File: src/rtl/uart_rx_fifo_if.sv
// ---------------------------------------------------------------------------
// uart_rx_fifo_if
// Bundles the two handshakes of the receive buffer:
//   write side : in_done (one-cycle strobe), in_err, in_data from the UART receiver
//   read side  : rd_valid / rd_ready first-word-fall-through port, with rd_data and rd_err
// Modports:
//   master : the environment (receiver + consumer) that drives in_* and rd_ready
//   slave  : the FIFO, which drives rd_valid / rd_data / rd_err
// ---------------------------------------------------------------------------
interface uart_rx_fifo_if #(
    parameter int DATA_W = 8
);
    logic              in_done;
    logic              in_err;
    logic [DATA_W-1:0] in_data;
    logic              rd_ready;
    logic              rd_valid;
    logic [DATA_W-1:0] rd_data;
    logic              rd_err;

    modport master (
        output in_done, in_err, in_data, rd_ready,
        input  rd_valid, rd_data, rd_err
    );

    modport slave (
        input  in_done, in_err, in_data, rd_ready,
        output rd_valid, rd_data, rd_err
    );
endinterface

File: src/rtl/uart_rx_fifo.sv
// ---------------------------------------------------------------------------
// uart_rx_fifo
// Receive-side circular buffer placed right after the UART receiver. Each
// in_done pulse captures {in_err, in_data}; entries are presented on a
// first-word-fall-through valid/ready read port.
// Ports:
//   clk, rstN     : clock, synchronous active-low reset
//   bus (slave)   : in_done/in_err/in_data write strobe, rd_valid/rd_ready/
//                   rd_data/rd_err read port
//   clr_ovf       : clears the sticky overflow flag
//   flush         : discards all stored entries (overflow is kept)
//   level         : number of stored entries, 0..DEPTH
//   full, empty   : level == DEPTH / level == 0
//   overflow      : sticky, a byte arrived while full with no pop
//   thresh_irq    : level >= THRESH
// ---------------------------------------------------------------------------
module uart_rx_fifo #(
    parameter int DEPTH  = 16,
    parameter int DATA_W = 8,
    parameter int THRESH = 8
) (
    input  logic                   clk,
    input  logic                   rstN,
    uart_rx_fifo_if.slave          bus,
    input  logic                   clr_ovf,
    input  logic                   flush,
    output logic [$clog2(DEPTH):0] level,
    output logic                   full,
    output logic                   empty,
    output logic                   overflow,
    output logic                   thresh_irq
);
    localparam int PTR_W = $clog2(DEPTH);
    localparam int LVL_W = PTR_W + 1;

    // Storage holds {err, data}; read is combinational so the head entry
    // falls through to rd_data without an extra cycle.
    logic [DATA_W:0]    mem_q [DEPTH];

    logic [PTR_W-1:0]   wr_ptr_q, wr_ptr_d;
    logic [PTR_W-1:0]   rd_ptr_q, rd_ptr_d;
    logic [LVL_W-1:0]   level_q, level_d;
    logic               overflow_q, overflow_d;

    logic               push;
    logic               pop;
    logic               drop;

    // Status flags decode only from the level register, never from inputs.
    assign full       = (level_q == LVL_W'(DEPTH));
    assign empty      = (level_q == '0);
    assign thresh_irq = (level_q >= LVL_W'(THRESH));
    assign level      = level_q;
    assign overflow   = overflow_q;

    assign bus.rd_valid = !empty;
    assign bus.rd_data  = mem_q[rd_ptr_q][DATA_W-1:0];
    assign bus.rd_err   = mem_q[rd_ptr_q][DATA_W];

    // Flush wins over both handshakes; a byte arriving during flush is lost
    // silently. A pop frees the slot, so a full FIFO still accepts a push in
    // the same cycle.
    assign pop  = bus.rd_valid & bus.rd_ready & ~flush;
    assign push = bus.in_done & (~full | pop) & ~flush;
    assign drop = bus.in_done & full & ~pop & ~flush;

    always_comb begin
        wr_ptr_d   = wr_ptr_q;
        rd_ptr_d   = rd_ptr_q;
        level_d    = level_q;
        overflow_d = overflow_q;

        if (push) begin
            wr_ptr_d = wr_ptr_q + PTR_W'(1);
        end
        if (pop) begin
            rd_ptr_d = rd_ptr_q + PTR_W'(1);
        end

        case ({push, pop})
            2'b10:   level_d = level_q + LVL_W'(1);
            2'b01:   level_d = level_q - LVL_W'(1);
            default: level_d = level_q;
        endcase

        if (flush) begin
            wr_ptr_d = '0;
            rd_ptr_d = '0;
            level_d  = '0;
        end

        // A new drop takes priority over a clear in the same cycle.
        if (drop) begin
            overflow_d = 1'b1;
        end else if (clr_ovf) begin
            overflow_d = 1'b0;
        end
    end

    always_ff @(posedge clk) begin
        if (!rstN) begin
            wr_ptr_q   <= '0;
            rd_ptr_q   <= '0;
            level_q    <= '0;
            overflow_q <= 1'b0;
        end else begin
            wr_ptr_q   <= wr_ptr_d;
            rd_ptr_q   <= rd_ptr_d;
            level_q    <= level_d;
            overflow_q <= overflow_d;
        end
    end

    // Storage has no reset; contents are only observed behind rd_valid.
    always_ff @(posedge clk) begin
        if (rstN && push) begin
            mem_q[wr_ptr_q] <= {bus.in_err, bus.in_data};
        end
    end
endmodule

File: src/flat_wrapper.sv
// flat-port wrapper written by rule: the top's interface ports become plain ports
module uart_rx_fifo_flat 
#(
    parameter int DEPTH  = 16,
    parameter int DATA_W = 8,
    parameter int THRESH = 8
)
  (clk, rstN, clr_ovf, flush, level, full, empty, overflow, thresh_irq, bus_in_done, bus_in_err, bus_in_data, bus_rd_ready, bus_rd_valid, bus_rd_data, bus_rd_err);
  uart_rx_fifo_if #(.DATA_W(DATA_W)) bus_i ();
  input  logic clk;
  input  logic rstN;
  input  logic clr_ovf;
  input  logic flush;
  output logic [$clog2(DEPTH):0] level;
  output logic full;
  output logic empty;
  output logic overflow;
  output logic thresh_irq;
  input wire logic [$bits(bus_i.in_done)-1:0] bus_in_done;
  input wire logic [$bits(bus_i.in_err)-1:0] bus_in_err;
  input wire logic [$bits(bus_i.in_data)-1:0] bus_in_data;
  input wire logic [$bits(bus_i.rd_ready)-1:0] bus_rd_ready;
  output wire logic [$bits(bus_i.rd_valid)-1:0] bus_rd_valid;
  output wire logic [$bits(bus_i.rd_data)-1:0] bus_rd_data;
  output wire logic [$bits(bus_i.rd_err)-1:0] bus_rd_err;
  assign bus_i.in_done = bus_in_done;
  assign bus_i.in_err = bus_in_err;
  assign bus_i.in_data = bus_in_data;
  assign bus_i.rd_ready = bus_rd_ready;
  assign bus_rd_valid = bus_i.rd_valid;
  assign bus_rd_data = bus_i.rd_data;
  assign bus_rd_err = bus_i.rd_err;
  uart_rx_fifo #(.DEPTH(DEPTH), .DATA_W(DATA_W), .THRESH(THRESH)) u_core (.clk(clk), .rstN(rstN), .bus(bus_i), .clr_ovf(clr_ovf), .flush(flush), .level(level), .full(full), .empty(empty), .overflow(overflow), .thresh_irq(thresh_irq));
endmodule
File: config.mk
export PLATFORM = sky130hd
export DESIGN_NAME = uart_rx_fifo_flat
export DESIGN_NICKNAME = d
export VERILOG_FILES = /design/src/rtl/uart_rx_fifo_if.sv /design/src/rtl/uart_rx_fifo.sv /design/src/flat_wrapper.sv
export SDC_FILE = /design/constraint.sdc
export NUM_CORES = 1
export LEC_CHECK = 0
export CAP_MARGIN = 30
export CORE_MARGIN = 2
export CORE_UTILIZATION = 56
export CTS_BUF_LIST = sky130_fd_sc_hd__clkbuf_4
export DETAILED_ROUTE_END_ITERATION = 8
export HOLD_SLACK_MARGIN = 0.03
export PLACE_DENSITY_LB_ADDON = 0.3
export SYNTH_ARGS = -nofsm -noshare
export SYNTH_HDL_FRONTEND = slang
export SYNTH_SLANG_ARGS = --single-unit
File: constraint.sdc
create_clock -name clk -period 2.3 [get_ports clk]
set_input_delay 0.46 -clock clk [delete_from_list [all_inputs] [get_ports clk]]
set_output_delay 0.46 -clock clk [all_outputs]
set_load 0.01 [all_outputs]
* Word-level counts from Yosys, hierarchy flattened
Memory sizes are Yosys's and may differ from the RTL's. A register that Yosys moved wholly into a read port is not among the register bits.
Cells that the tools add are included.
** Cells by class
- Add/sub/neg operators :: 4
- Magnitude comparators :: 1
- Eq/ne operators :: 3
- Muxes and demuxes :: 7
- Bitwise gates (word level) :: 12
- Reductions and logical operators :: 6
** Operators with widths (number)
- 5-bit one-hot mux with 2 select lines :: 1
- 4-bit by 1-bit adder with 4-bit output (second input constant) :: 2
- 4-bit two-way mux :: 2
- 1-bit AND :: 7
- 5-bit by 1-bit adder with 5-bit output (second input constant) :: 1
- 5-bit equality test (second input constant) :: 1
- 5-bit by 4-bit greater-or-equal comparator with 1-bit output (second input constant) :: 1
- 5-bit logical NOT :: 1
- 5-bit by 1-bit subtractor with 5-bit output (second input constant) :: 1
- 1-bit two-way mux :: 4
- 1-bit inverter :: 4
- 2-bit nonzero test :: 2
- 2-bit by 1-bit equality test with 1-bit output (second input constant) :: 1
- 2-bit equality test (second input constant) :: 1
- 2-bit OR reduction :: 1
- 1-bit logical AND :: 1
- 1-bit logical NOT :: 1
- 1-bit OR :: 1
** Word-level totals
- Register bits after elaboration :: 14
- RAM bits :: 144
- Output and inout bits :: 19
- Logic and storage cells :: 38
- Memories kept :: 1
** Memories
- u_core.mem_q :: words 16, width 9, read ports 1, clocked after memory_dff 1, write ports 1, line uart_rx_fifo.sv:38 : logic [DATA_W:0] mem_q [DEPTH];

* Longest topological paths before layout
Gate-level depths: netlist of the first run.
- Word-level depth :: 10
- Mapped depth :: 10
- Mapped depth without buffers :: 10

* Worst setup path after synthesis of the first run
No wires, ideal clock.
- Path kind :: register to register
- Start point :: reg u_core.level_q[0], in the netlist u_core.level[0]
- End point :: reg u_core.level_q[4], in the netlist u_core.level[4]
- Library setup time :: 72 ps
- Arrival time :: 2434 ps
- Required time :: 2228 ps
- Path slack :: -206 ps
- Stages on the path, launching flop included :: 11
- Buffers on the path :: 0
- Path through :: dfxtp_1 > nor4_1 > a31oi_1 > inv_2 > ha_1 > inv_1 > fa_1 > nand2b_1 > a21oi_1 > mux2i_1 > mux2i_1
** Between the ends
- Longest elaborated chain between the ends :: 9
** RTL lines
- start: declaration :: line uart_rx_fifo.sv:42 : logic [LVL_W-1:0] level_q, level_d;
- start signal: assignment :: line uart_rx_fifo.sv:109 : level_q <= level_d;
- 5-bit logical NOT :: line uart_rx_fifo.sv:51 : assign empty = (level_q == '0);
- 1-bit logical NOT :: line uart_rx_fifo.sv:56 : assign bus.rd_valid = !empty;
- 1-bit AND (2 in series) :: line uart_rx_fifo.sv:63 : assign pop = bus.rd_valid & bus.rd_ready & ~flush;
- 1-bit OR :: line uart_rx_fifo.sv:64 : assign push = bus.in_done & (~full | pop) & ~flush;
- 1-bit AND (2 in series) :: line uart_rx_fifo.sv:64
- 2-bit by 1-bit equality test with 1-bit output / 2-bit equality test (equally long branches) :: line uart_rx_fifo.sv:80 : case ({push, pop})
- 5-bit one-hot mux with 2 select lines / 2-bit nonzero test (equally long branches)
Several ways; a longest one is shown, not always the timed one.
A chain may end at the register's enable or synchronous reset.

==> results.cfg, run 1 <==
[status]
outcome = finished, violations left
violations = negative setup slack

[worst_setup_path]
critPathKind = reg2out
critPathMaxFanout = 5
critPathCaptureType = output pin
cp.required_ps = 1840
crit_path_start_kind = flop
critPathArrivalTime_ps = 2170

[finish]
num-nets-final = 503
syn2layout_area_growth_pct = 27.6
multi_input_area_um2 = 1820
fillerInstances = 656
antennaDiodeCount = 0
drive_gt1_frac = 0.428
fin_area_um2 = 8170
regArea_um2 = 4700

[grt]
grt_pass1_wl_mm = 20.8
first_global_vias = 3821
grt.overflow.total = 0
antenna_found_initial = 0
grt_use_total = 0.226
grt_max_degree = 24

[run]
maxCapViolations = 0

[route]
num_vias = 3661
routed_wl_mm = 13.2
drc_errors = 0
ant_nets = 0
drtIter0Drc = 247
routedWlPerCell_um = 20.8
firstDrtPassIters = 5
via_per_inst = 5.77

[sta]
relSlewSlack = 0.625
fmax_ghz = 0.380
slew_violations = 0
hold_ws_ps = 516
layout_setup_ws_ps = -330
period_share = 1.14
finalSetupViolations = 11
hold_viol = 0
min_period_ps = 2630
rsz0062_at_grt = yes
tns_ps = -2580
clock_skew_ps = 18.0
tightest_slew_ps = 561

[die]
ios = 34
coreArea_um2 = 11300
start_util = 0.568
die_y_um = 111
chipWidth_um = 111
dieArea_um2 = 12300
fp-row-count = 39

[yosys]
synth.distinct_cells = 36
ys.flop_type = edfxtp_1
synth_area_um2 = 6400
synth-edff-count = 144
async_reset_ff_frac = 0
synth_area_per_cell_um2 = 18.4
syn_inst = 349
yosysWarningCount = 0
seq_area_frac_synth = 0.731
ys_ff_latch = 162
synth.net_count = 374

[cts]
cts_made_buffers = 17
cts_sinks = 162
clock_latency_ps = 520
cts_tree = yes
path_clk_slew_ps = 130
clockBufferDepth = 2
htreeDepth = 4
postCtsHoldBufs = 0
cts_root_buf = clkbuf_4

[power_and_ir_drop]
ir_drop_uv = 500
p_leak_uw = 0.00278
power.total_uw = 5230
p_per_area_nw_per_um2 = 640

[placement]
place.gp.congestion = 0.797
placed_area_um2 = 7440
dp.final_hpwl_mm = 8.46
io_buffers = 33
place_ws_ps = -407

[hold_path]
hold_class = reg2reg
==> path summary, 6_finish.rpt <==
path,slack (ps),end,cells past startpoint,from
setup / recovery,-330,bus_rd_data[3],7,flop
hold / removal,520,u_core.rd_ptr_q[3],2,u_core.rd_ptr_q[3]
setup reg to reg,-70,u_core.level[4],11,u_core.level[1]
hold reg to reg,520,u_core.rd_ptr_q[3],2,u_core.rd_ptr_q[3]
==> layout by cell type, fill, tap and decap left out, types with 3 or more instances in the layout <==
cell and count:
buf_6 14, clkdlybuf4s50_1 20, ha_1 6, clkbuf_4 18, mux2i_1 3, inv_2 3
xor2_1 4, dfxtp_4 3, ha_4 3, buf_4 71, a22oi_1 3, nor2b_1 4
edfxtp_1 144, bufinv_16 4, nand3_1 9, a21oi_1 4, a22oi_2 15, nand2_1 14
clkinvlp_4 5, buf_12 7, mux4_2 36, buf_2 9, dfxtp_1 13, nor2_1 32
inv_1 7
==> registers in the layout, indices dropped and copies added, names as in the netlist, named ones only <==
register,flops
u_core.level,5
u_core.mem_q,144
u_core.overflow,1
u_core.rd_ptr_q,4
u_core.wr_ptr_q,4
==> per-layer routing <==
metal | up-vias | global-route usage | routed length (um)
met5 | - | 0 | 0
met4 | 0 | 0.0817 | 208
met3 | 18 | 0.0514 | 866
met2 | 147 | 0.375 | 6820
met1 | 1845 | 0.297 | 5270
li1 | 1651 | - | -
==> cell families after synthesis <==
group	count (synthesis)	synth area share
multiplexers	39	0.131
flip-flops	162	0.731
adder cells (fa/ha/maj)	10	0.0207
AND/OR/NAND/NOR	77	0.0567
AO/OA/AOI/OAI	32	0.0375
XOR/XNOR	6	0.00820
buffers and inverters	23	0.0143
==> timing repair <==
action / 4_1_cts / 5_1_grt
cloned: 2 / 0
pin swaps: 25 / 11
buffers inserted: 21 / 7
endpoints found under the setup margin: 15 / 14
gates resized for setup: 76 / 21
==> worst max-delay path, stage by stage, from the launching register on <==
cell and delay (ps):
dfxtp_4 450, buf_12 120, buf_16 100, buf_4 100, mux4_2 480, a22oi_1 170, nand2_1 80, buf_2 140
==> power by group <==
part           leakage (uW)  internal [uW]  total, uW  switching [uW]
clock              0.000158            869       1800             934
combinational       0.00118            110        221             111
sequential          0.00144           3200       3210            5.16
==> cell usage after synthesis, types with 2 or more instances <==
library cell	instances	area share
clkbuf_1	6	0.0035
nand3_1	9	0.0070
nor2b_1	4	0.0039
nor2_1	34	0.020
and2_1	2	0.0020
edfxtp_1	144	0.68
o211ai_1	2	0.0023
nand2b_1	3	0.0029
or4_1	2	0.0023
nand2_1	15	0.0088
a21oi_1	6	0.0047
dfxtp_1	18	0.056
buf_2	4	0.0031
a22oi_1	18	0.021
inv_1	9	0.0053
buf_1	3	0.0018
mux4_2	36	0.13
mux2i_1	3	0.0047
ha_1	9	0.018
xor2_1	5	0.0068
nand3b_1	2	0.0023
==> cell type report <==
| cell class | instances | area share |
|---|---|---|
| sequential | 162 | 0.575 |
| multi-input combinational | 164 | 0.223 |
| timing repair buffer | 123 | 0.136 |
| clock inverter | 14 | 0.0231 |
| tap | 143 | 0.0219 |
| clock buffer | 18 | 0.0165 |
| inverter | 10 | 0.00459 |
==> per-stage QoR <==
stage | std cells | util
after floorplan | 349 | -
after global placement | 573 | 0.660
after detailed placement | 573 | 0.660
after CTS | 628 | 0.716
after global routing | 634 | 0.725
final | 634 | 0.725
Power figures use the tool's default switching activity.
==> run 2: changes to the inputs <==
--- a/config.mk
+++ b/config.mk
@@ -6,6 +6,7 @@
 export NUM_CORES = 1
 export LEC_CHECK = 0
 export CAP_MARGIN = 30
+export CORE_ASPECT_RATIO = 0.6
 export CORE_MARGIN = 2
 export CORE_UTILIZATION = 56
 export CTS_BUF_LIST = sky130_fd_sc_hd__clkbuf_4
==> constraint.sdc (replaced) <==
create_clock -name clk -period 2.3 [get_ports clk]
set_input_delay 0.345 -clock clk [delete_from_list [all_inputs] [get_ports clk]]
set_output_delay 0.345 -clock clk [all_outputs]
set_load 0.01 [all_outputs]
==> run 2 against run 1 <==
- the run still ends with negative setup slack left
- power down 1.1%
- via count up 0.38%
- worst setup slack better by 80 ps
- critical endpoint unchanged
- hold slack worse by 29 ps
- maximum frequency up 3.1%
- critical path type unchanged
==> results.cfg, run 2 (same netlist as run 1, synthesis figures left out) <==
[status]
outcome = finished, violations left
violations = negative setup slack

[hold_path]
hold_class = in2reg

[route]
drtIter0Drc = 356
routed_wl_mm = 14.6
routedWlPerCell_um = 23.9
ant_nets = 0
firstDrtPassIters = 5
via_per_inst = 6.01
num_vias = 3675
drc_errors = 0

[worst_setup_path]
critPathKind = reg2out
cp.required_ps = 1960
critPathCaptureType = output pin
crit_slowest_cell = mux4_2
critPathArrivalTime_ps = 2200
slowest_delay_ps = 490
critPathMaxFanout = 5
crit_path_start_kind = flop
crit_chain = buf_12, buf_4, mux4_2, a22oi_2, nand2_1, buf_2

[finish]
syn2layout_area_growth_pct = 24.6
antennaDiodeCount = 0
fin_area_um2 = 7980
final_cell_mix = 144 x edfxtp_1, 49 x buf_4, 36 x mux4_2, 33 x nor2_1, 21 x clkdlybuf4s50_1
num-nets-final = 480
largest-register = u_core.mem_q
layout_commonest_cell = edfxtp_1
drive_gt1_frac = 0.390
largest_reg_flops = 144
layout.cells.non_filler = 611

[grt]
grt.overflow.total = 0
first_global_vias = 3733
antenna_found_initial = 0
grt_pass1_wl_mm = 21.9
grt_use_total = 0.253
grt_max_degree = 37

[placement]
placed_area_um2 = 7380
dp.final_hpwl_mm = 8.89
dp.cells = 567
io_buffers = 33
place.gp.congestion = 0.874

[power_and_ir_drop]
ir_drop_uv = 454
p_leak_uw = 0.00265
p_per_area_nw_per_um2 = 648

[sta]
min_period_ps = 2550
slew_violations = 0
rsz0062_at_grt = yes
fmax_ghz = 0.392
relSlewSlack = 0.576
finalSetupViolations = 12
tightest_slew_ps = 633
period_share = 1.11
tns_ps = -2560
hold_viol = 0
layout_setup_ws_ps = -250
hold_ws_ps = 487
clock_skew_ps = 27.2

[cts]
path_clk_slew_ps = 130
cts_made_buffers = 17
clockBufferDepth = 2
cts_root_buf = clkbuf_4
cts_tree = yes
clock_latency_ps = 560
htreeDepth = 4
cts_sinks = 162

[die]
ios = 34
die_y_um = 86.8
dieArea_um2 = 12300
fp-row-count = 30
coreArea_um2 = 11200
start_util = 0.571
chipWidth_um = 142

[run]
maxCapViolations = 0
[run 2: cell type report]
class / count / area, um^2
multi-input cells: 164 / 1810
clock buffers: 17 / 128
repair buffers: 100 / 962
well taps: 144 / 180
flip-flops and latches: 162 / 4700
inverters: 10 / 40.0
fillers: 680 / 3240
clock inverters: 14 / 164
[run 2: path summary, 6_finish.rpt]
kind | start | endpoint | slack [ps] | depth (start not counted)
hold reg to reg | u_core.rd_ptr_q[3] | flop | 520 | 2
setup reg to reg | u_core.level[0] | u_core.level[2] | -210 | 13
setup / recovery | flop | bus_rd_data[3] | -250 | 6
hold / removal | clr_ovf | u_core.overflow | 490 | 3
[run 2: layer usage]
layer / up-vias / wire, um / share of wire / track usage
li1: 1597 / - / - / -
met1: 1897 / 6450 / 0.44 / 0.370
met2: 157 / 6870 / 0.47 / 0.378
met3: 24 / 1080 / 0.074 / 0.0619
met4: 0 / 232 / 0.016 / 0.0882
met5: - / 0 / 0 / 0.0202
[run 2: what timing repair did]
action                                  in CTS  in global routing
buffers inserted                             7                  4
resized for setup                           78                 20
gates cloned                                 3                  0
endpoints found under the setup margin      15                 16
hold buffers                                 0                  0
pin swaps                                   21                 14
[run 2: through the flow]
stage	util	total power (uW)	setup slack, ps
2_1_floorplan	-	3340	-51.4
5_1_grt	0.711	5320	-404
3_5_place_dp	0.658	3470	-279
4_1_cts	0.703	5180	-300
6_report	0.711	5170	-250
3_3_place_gp	0.658	3460	-226
[run 2: where the power goes]
group / internal [uW] / switching [uW] / total, uW / leakage (uW)
Combinational: 104 / 117 / 221 / 0.00106
Sequential: 3200 / 5.39 / 3210 / 0.00144
Clock: 743 / 1000 / 1750 / 0.000147
[run 2: critical path: cells and delay by family, from the launching register on]
family | cells | cell delay, ps
AOI/OAI and AO/OA | 1 | 210
muxes | 1 | 490
DFF | 1 | 440
buffers and inverters | 3 | 410
and+or+nand+nor | 1 | 100
